[src/rtl/serial_sub_pkg.sv]
// Shared definitions for the serial subtract controller: controller state
// encoding and the number of bits processed per slice cycle.
package serial_sub_pkg;

  localparam int SLICE_BITS = 2;

  typedef enum logic [1:0] {
    ST_IDLE = 2'd0,
    ST_RUN  = 2'd1,
    ST_DONE = 2'd2
  } state_t;

endpackage

[src/rtl/sub_slice2.sv]
// 2-bit subtract slice: s = a + ~b + cin, built from two ripple full adders.
// The full adder lives here because the slice is its only user.
module full_adder (
  input  logic a,
  input  logic b,
  input  logic cin,
  output logic s,
  output logic cout
);

  assign s    = a ^ b ^ cin;
  assign cout = (a & b) | (a & cin) | (b & cin);

endmodule

module sub_slice2 (
  input  logic [1:0] a,
  input  logic [1:0] b,
  input  logic       cin,
  output logic [1:0] s,
  output logic       cout
);

  logic [1:0] b_inv_s;
  logic       c_mid_s;

  assign b_inv_s = ~b;

  full_adder u_fa0 (
    .a    (a[0]),
    .b    (b_inv_s[0]),
    .cin  (cin),
    .s    (s[0]),
    .cout (c_mid_s)
  );

  full_adder u_fa1 (
    .a    (a[1]),
    .b    (b_inv_s[1]),
    .cin  (c_mid_s),
    .s    (s[1]),
    .cout (cout)
  );

endmodule

[src/rtl/serial_sub_ctrl.sv]
// Serial subtractor controller: computes a - b two bits per cycle, LSB pair
// first, with the inter-slice carry held in a flop. start/busy/done handshake.
// Optional macro SERIAL_SUB_FLAGS_EN adds zero/neg/ovf result flags.
module serial_sub_ctrl
  import serial_sub_pkg::*;
#(
  parameter int WIDTH = 8
) (
  input  logic             clk,
  input  logic             rst_n,
  input  logic             start,
  input  logic [WIDTH-1:0] a,
  input  logic [WIDTH-1:0] b,
  output logic             busy,
  output logic             done,
  output logic [WIDTH-1:0] diff,
  output logic             cout
`ifdef SERIAL_SUB_FLAGS_EN
  ,
  output logic             zero,
  output logic             neg,
  output logic             ovf
`endif
);

  localparam int STEPS = WIDTH / SLICE_BITS;
  localparam int CNT_W = (STEPS > 1) ? $clog2(STEPS) : 1;

  if ((WIDTH < 2) || ((WIDTH % 2) != 0)) begin : g_width_check
    $error("serial_sub_ctrl: WIDTH must be even and >= 2");
  end

  state_t             state_q, state_d;
  logic [WIDTH-1:0]   a_sh_q, a_sh_d;
  logic [WIDTH-1:0]   b_sh_q, b_sh_d;
  logic [WIDTH-1:0]   acc_q, acc_d;
  logic [CNT_W-1:0]   cnt_q, cnt_d;
  logic               carry_q, carry_d;
  logic               busy_q, busy_d;
  logic               done_q, done_d;
  logic [WIDTH-1:0]   diff_q, diff_d;
  logic               cout_q, cout_d;

  logic [1:0]         slice_s;
  logic               slice_cout;
  logic [WIDTH+1:0]   acc_wide_s;
  logic [WIDTH-1:0]   acc_nx_s;

`ifdef SERIAL_SUB_FLAGS_EN
  logic a_msb_q, a_msb_d;
  logic b_msb_q, b_msb_d;
  logic zero_q, zero_d;
  logic neg_q, neg_d;
  logic ovf_q, ovf_d;
`endif

  sub_slice2 u_slice (
    .a    (a_sh_q[1:0]),
    .b    (b_sh_q[1:0]),
    .cin  (carry_q),
    .s    (slice_s),
    .cout (slice_cout)
  );

  // New sum pair enters the accumulator from the top; after STEPS shifts the
  // first pair computed sits at bit 0.
  assign acc_wide_s = {slice_s, acc_q};
  assign acc_nx_s   = acc_wide_s[WIDTH+1:2];

  // Next-state, datapath and output-register logic.
  always_comb begin
    state_d = state_q;
    a_sh_d  = a_sh_q;
    b_sh_d  = b_sh_q;
    acc_d   = acc_q;
    cnt_d   = cnt_q;
    carry_d = carry_q;
    diff_d  = diff_q;
    cout_d  = cout_q;
`ifdef SERIAL_SUB_FLAGS_EN
    a_msb_d = a_msb_q;
    b_msb_d = b_msb_q;
    zero_d  = zero_q;
    neg_d   = neg_q;
    ovf_d   = ovf_q;
`endif

    case (state_q)
      ST_IDLE, ST_DONE: begin
        if (start) begin
          state_d = ST_RUN;
          a_sh_d  = a;
          b_sh_d  = b;
          carry_d = 1'b1;
          acc_d   = '0;
          cnt_d   = '0;
`ifdef SERIAL_SUB_FLAGS_EN
          a_msb_d = a[WIDTH-1];
          b_msb_d = b[WIDTH-1];
`endif
        end else begin
          state_d = ST_IDLE;
        end
      end
      ST_RUN: begin
        a_sh_d  = a_sh_q >> SLICE_BITS;
        b_sh_d  = b_sh_q >> SLICE_BITS;
        acc_d   = acc_nx_s;
        carry_d = slice_cout;
        if (cnt_q == CNT_W'(STEPS - 1)) begin
          state_d = ST_DONE;
          cnt_d   = '0;
          diff_d  = acc_nx_s;
          cout_d  = slice_cout;
`ifdef SERIAL_SUB_FLAGS_EN
          zero_d  = (acc_nx_s == '0);
          neg_d   = acc_nx_s[WIDTH-1];
          ovf_d   = (a_msb_q != b_msb_q) && (acc_nx_s[WIDTH-1] != a_msb_q);
`endif
        end else begin
          state_d = ST_RUN;
          cnt_d   = cnt_q + CNT_W'(1);
        end
      end
      default: begin
        state_d = ST_IDLE;
      end
    endcase

    busy_d = (state_d == ST_RUN);
    done_d = (state_d == ST_DONE);
  end

  // State, datapath and registered outputs; async reset discards any operation.
  always_ff @(posedge clk or negedge rst_n) begin
    if (!rst_n) begin
      state_q <= ST_IDLE;
      a_sh_q  <= '0;
      b_sh_q  <= '0;
      acc_q   <= '0;
      cnt_q   <= '0;
      carry_q <= 1'b0;
      busy_q  <= 1'b0;
      done_q  <= 1'b0;
      diff_q  <= '0;
      cout_q  <= 1'b0;
`ifdef SERIAL_SUB_FLAGS_EN
      a_msb_q <= 1'b0;
      b_msb_q <= 1'b0;
      zero_q  <= 1'b0;
      neg_q   <= 1'b0;
      ovf_q   <= 1'b0;
`endif
    end else begin
      state_q <= state_d;
      a_sh_q  <= a_sh_d;
      b_sh_q  <= b_sh_d;
      acc_q   <= acc_d;
      cnt_q   <= cnt_d;
      carry_q <= carry_d;
      busy_q  <= busy_d;
      done_q  <= done_d;
      diff_q  <= diff_d;
      cout_q  <= cout_d;
`ifdef SERIAL_SUB_FLAGS_EN
      a_msb_q <= a_msb_d;
      b_msb_q <= b_msb_d;
      zero_q  <= zero_d;
      neg_q   <= neg_d;
      ovf_q   <= ovf_d;
`endif
    end
  end

  assign busy = busy_q;
  assign done = done_q;
  assign diff = diff_q;
  assign cout = cout_q;
`ifdef SERIAL_SUB_FLAGS_EN
  assign zero = zero_q;
  assign neg  = neg_q;
  assign ovf  = ovf_q;
`endif

endmodule
[config.mk]
export PLATFORM = sky130hd
export DESIGN_NAME = serial_sub_ctrl
export DESIGN_NICKNAME = d
export VERILOG_FILES = /design/src/rtl/serial_sub_pkg.sv /design/src/rtl/sub_slice2.sv /design/src/rtl/serial_sub_ctrl.sv
export SDC_FILE = /design/constraint.sdc
export NUM_CORES = 1
export LEC_CHECK = 0
export ABC_CLOCK_PERIOD_IN_PS = 2500
export BUFFER_PORTS_ARGS = -buffer_cell sky130_fd_sc_hd__buf_4
export CORE_MARGIN = 10
export CORE_UTILIZATION = 25
export CTS_BUF_LIST = sky130_fd_sc_hd__clkbuf_8
export CTS_CLUSTER_DIAMETER = 40
export CTS_CLUSTER_SIZE = 24
export DETAILED_ROUTE_END_ITERATION = 12
export GPL_TIMING_DRIVEN = 0
export MAX_ROUTING_LAYER = met4
export SLEW_MARGIN = 20
export SYNTH_ARGS = -nofsm -noshare
export SYNTH_HDL_FRONTEND = slang
export SYNTH_SLANG_ARGS = --single-unit
[constraint.sdc]
create_clock -name clk -period 2.5 [get_ports clk]
set_input_delay 0.5 -clock clk [delete_from_list [all_inputs] [get_ports clk]]
set_output_delay 0.5 -clock clk [all_outputs]
set_load 0.02 [all_outputs]
==> out/qor.csv <==
metric;value;unit
status;finished clean;
worstSetupStartpoint;b_sh_q[0]$_DFFE_PN0P_;
post_cts_resized;0;
synth_xor_area_frac;0;
design.die.area;11400;µm²
clockBufferDepth;2;
postLayoutCoreUtil;0.316;
clockPowerShare;0.155;
max_cap_violations;0;
hp-class;in -> async;
synth_sequential_area_ratio;0.505;
firstDrtPassIters;2;
peakVddDrop;360;µV
p_sw_frac;0.352;
max_slew_margin;0.640;
cts.clk_slew.worst_paths;0.07;ns
hpwlAfterDp;2780;µm
comb_power_share;0.450;
crit_type;reg -> reg;
required;2.67;ns
cts_root_buffer;clkbuf_8;
yosys.area_share.simple;0.0406;
fin_crit_sh;0.752;
regArea;951;µm²
crit_path_max_fanout;3;
synthAdderAreaFrac;0.0279;
pwr-share-seq;0.395;
final_common_cell;mux2i_1;
synth.largest_area_cell;dfrtp_1;
multi_input_area;820;µm²
cp-start-kind;register;
core;7290;µm²
finalHoldViolCount;0;
die_w;107;µm
dr_wl_met2;1790;µm
track_usage;0.0744;
fin_crit;1.88;ns
critPathArrivalTime;2.06;ns
antenna_found_initial;0;
chipHeight;107;µm
drc_errors;0;
area_growth;22.5;%
clk_latency;0.28;ns
synth_compound_area_frac;0.0479;
fmax;532;MHz
n_antenna_cell;0;
yosysWarnings;0;
path_common_cell;fa_1;
grt_overflow;0;
syn_area;1880;µm²
hold_buffers;0;
final_cell_mix;mux2i_1 (42), dfrtp_1 (38), buf_4 (33);
row_count;31;
critical-path-max-stage-delay;0.43;ns
via_per_inst;4.37;
port-buffer-count;29;
h-tree-depth;2;
drive_gt1_frac;0.347;
synth_nets;163;
cts_tree;yes;
ff2ff_path_depth;5;
numCtsBuffers;5;
reg2reg_from;b_sh_q[0]$_DFFE_PN0P_;
r2r_setup_slack;0.62;ns
nets;199;
nFillCells;776;
floorplan.initialDensity;0.258;
vias;1201;
postSynthCellCount;141;
path_cells;fa_1, inv_1, fa_1, mux2_2, a22o_1;
synth_top_family_by_area;multiplexers;
worst_pin_slew;0.538;ns
drv_slew;0;
io_pins;30;
wire_per_inst;14.2;µm
cts_setup_buffers;0;
syn_area_per_cell;13.3;µm²
top_layer;met4;
internal-power;1.74;mW
rsz0062_at_grt;no;
wl_met3;189;µm
power.density;1160;nW/µm²
power;2.68;mW
finalWirelength;3900;µm
worstReg2RegEnd;acc_q[7]$_DFFE_PN0P_;
crit_path_top_delay_cell;dfrtp_1;
crit_end;acc_q[7]$_DFFE_PN0P_;
antenna_left;0;
power_leakage;1.12;nW
grt_pass1_wl;6660;µm
p_sw;0.942;mW
tns;0;ns
ys_ff_latch;38;
ys_top_cells_by_area;dfrtp_1 (51%), mux2i_1 (22%), mux2_2 (9.6%), a22o_1 (2.8%), fa_1 (2.1%);
grt_pass1_vias;1303;
cts.sinks;38;
setup_violations;0;
synth_top_area_frac;0.505;
fin_skew;0.00313;ns
drt_iter0_drc;11;
synthDistinctLibCells;21;
synthMuxAreaShare;0.319;
grt_max_degree;39;
gp_congestion;0.684;
wl_met1;1900;µm
worst_setup_path_end_kind;register;
## how the worst min path moves through the flow
stage                            end  cells after the start
2_1_floorplan  a_sh_q[0]$_DFFE_PN0P_                      0
3_3_place_gp     diff[0]$_DFFE_PN0P_                      1
3_5_place_dp     diff[4]$_DFFE_PN0P_                      1
4_1_cts               busy$_DFF_PN0_                      1
5_1_grt               busy$_DFF_PN0_                      1
6_report        acc_q[3]$_DFFE_PN0P_                      1
## state kept, by name (all words and copies together), names as in the netlist
| register | cells |
|---|---|
| cnt_q | 2 |
| done | 1 |
| a_sh_q | 8 |
| busy | 1 |
| carry_q | 1 |
| state_q | 2 |
| b_sh_q | 8 |
| cout | 1 |
| diff | 8 |
| acc_q | 6 |
## per-layer routing
metal	track usage	vias to the layer above
li1	-	584
met2	0.108	23
met1	0.0949	592
met3	0.0269	2
met5	-	-
met4	0.0203	0
## critical path, delay by kind of cell (launching register included)
family | cells | cell delay, ns
adder cells (fa/ha/maj) | 2 | 0.84
flip-flops | 1 | 0.43
multiplexers | 1 | 0.27
AO/OA/AOI/OAI | 1 | 0.17
buffers and inverters | 1 | 0.07
## through the flow
step	setup slack, ns	std cells	area [µm²]	hold slack [ns]
after floorplan	0.685	141	1880	0.204
after CTS	0.606	275	2310	0.197
final	0.619	275	2310	0.187
after detailed placement	0.619	269	2220	0.497
after global placement	0.629	269	2220	0.489
after global routing	0.550	275	2310	0.214
## synth_stat cells (all sizes together)
master,instances
nand3,6
o21ai,4
ha,1
a22oi,1
mux2i,42
clkbuf,1
fa,2
a32o,1
mux2,16
nor2,2
buf,9
or4b,1
inv,7
or3b,1
nand2b,2
nand3b,1
a22o,6
dfrtp,38
## kinds of logic (layout without fill, tap and decap cells)
kind of cell | count (synthesis) | after routing
AO/OA/AOI/OAI | 12 | 12
adder cells (fa/ha/maj) | 3 | 3
buffers and inverters | 17 | 52
flip-flops | 38 | 38
multiplexers | 58 | 58
AND/OR/NAND/NOR | 13 | 13
## power by group through the flow
stage               Sequential (mW)  Combinational, mW  Clock [mW]
floorplan                      1.12              0.820           0
global placement               1.06               1.21           0
detailed placement             1.07               1.23           0
CTS                            1.06               1.24       0.435
global route                   1.10               1.34       0.464
finish                         1.06               1.20       0.416
## cell type report
class	count	share of cell area
Sequential cell	38	0.412
Inverter	7	0.0114
Multi-Input combinational cell	86	0.355
Buffer	10	0.0369
Tap cell	99	0.0537
Clock buffer	6	0.0358
Timing Repair Buffer	29	0.0944
Power figures use the tool's default switching activity.
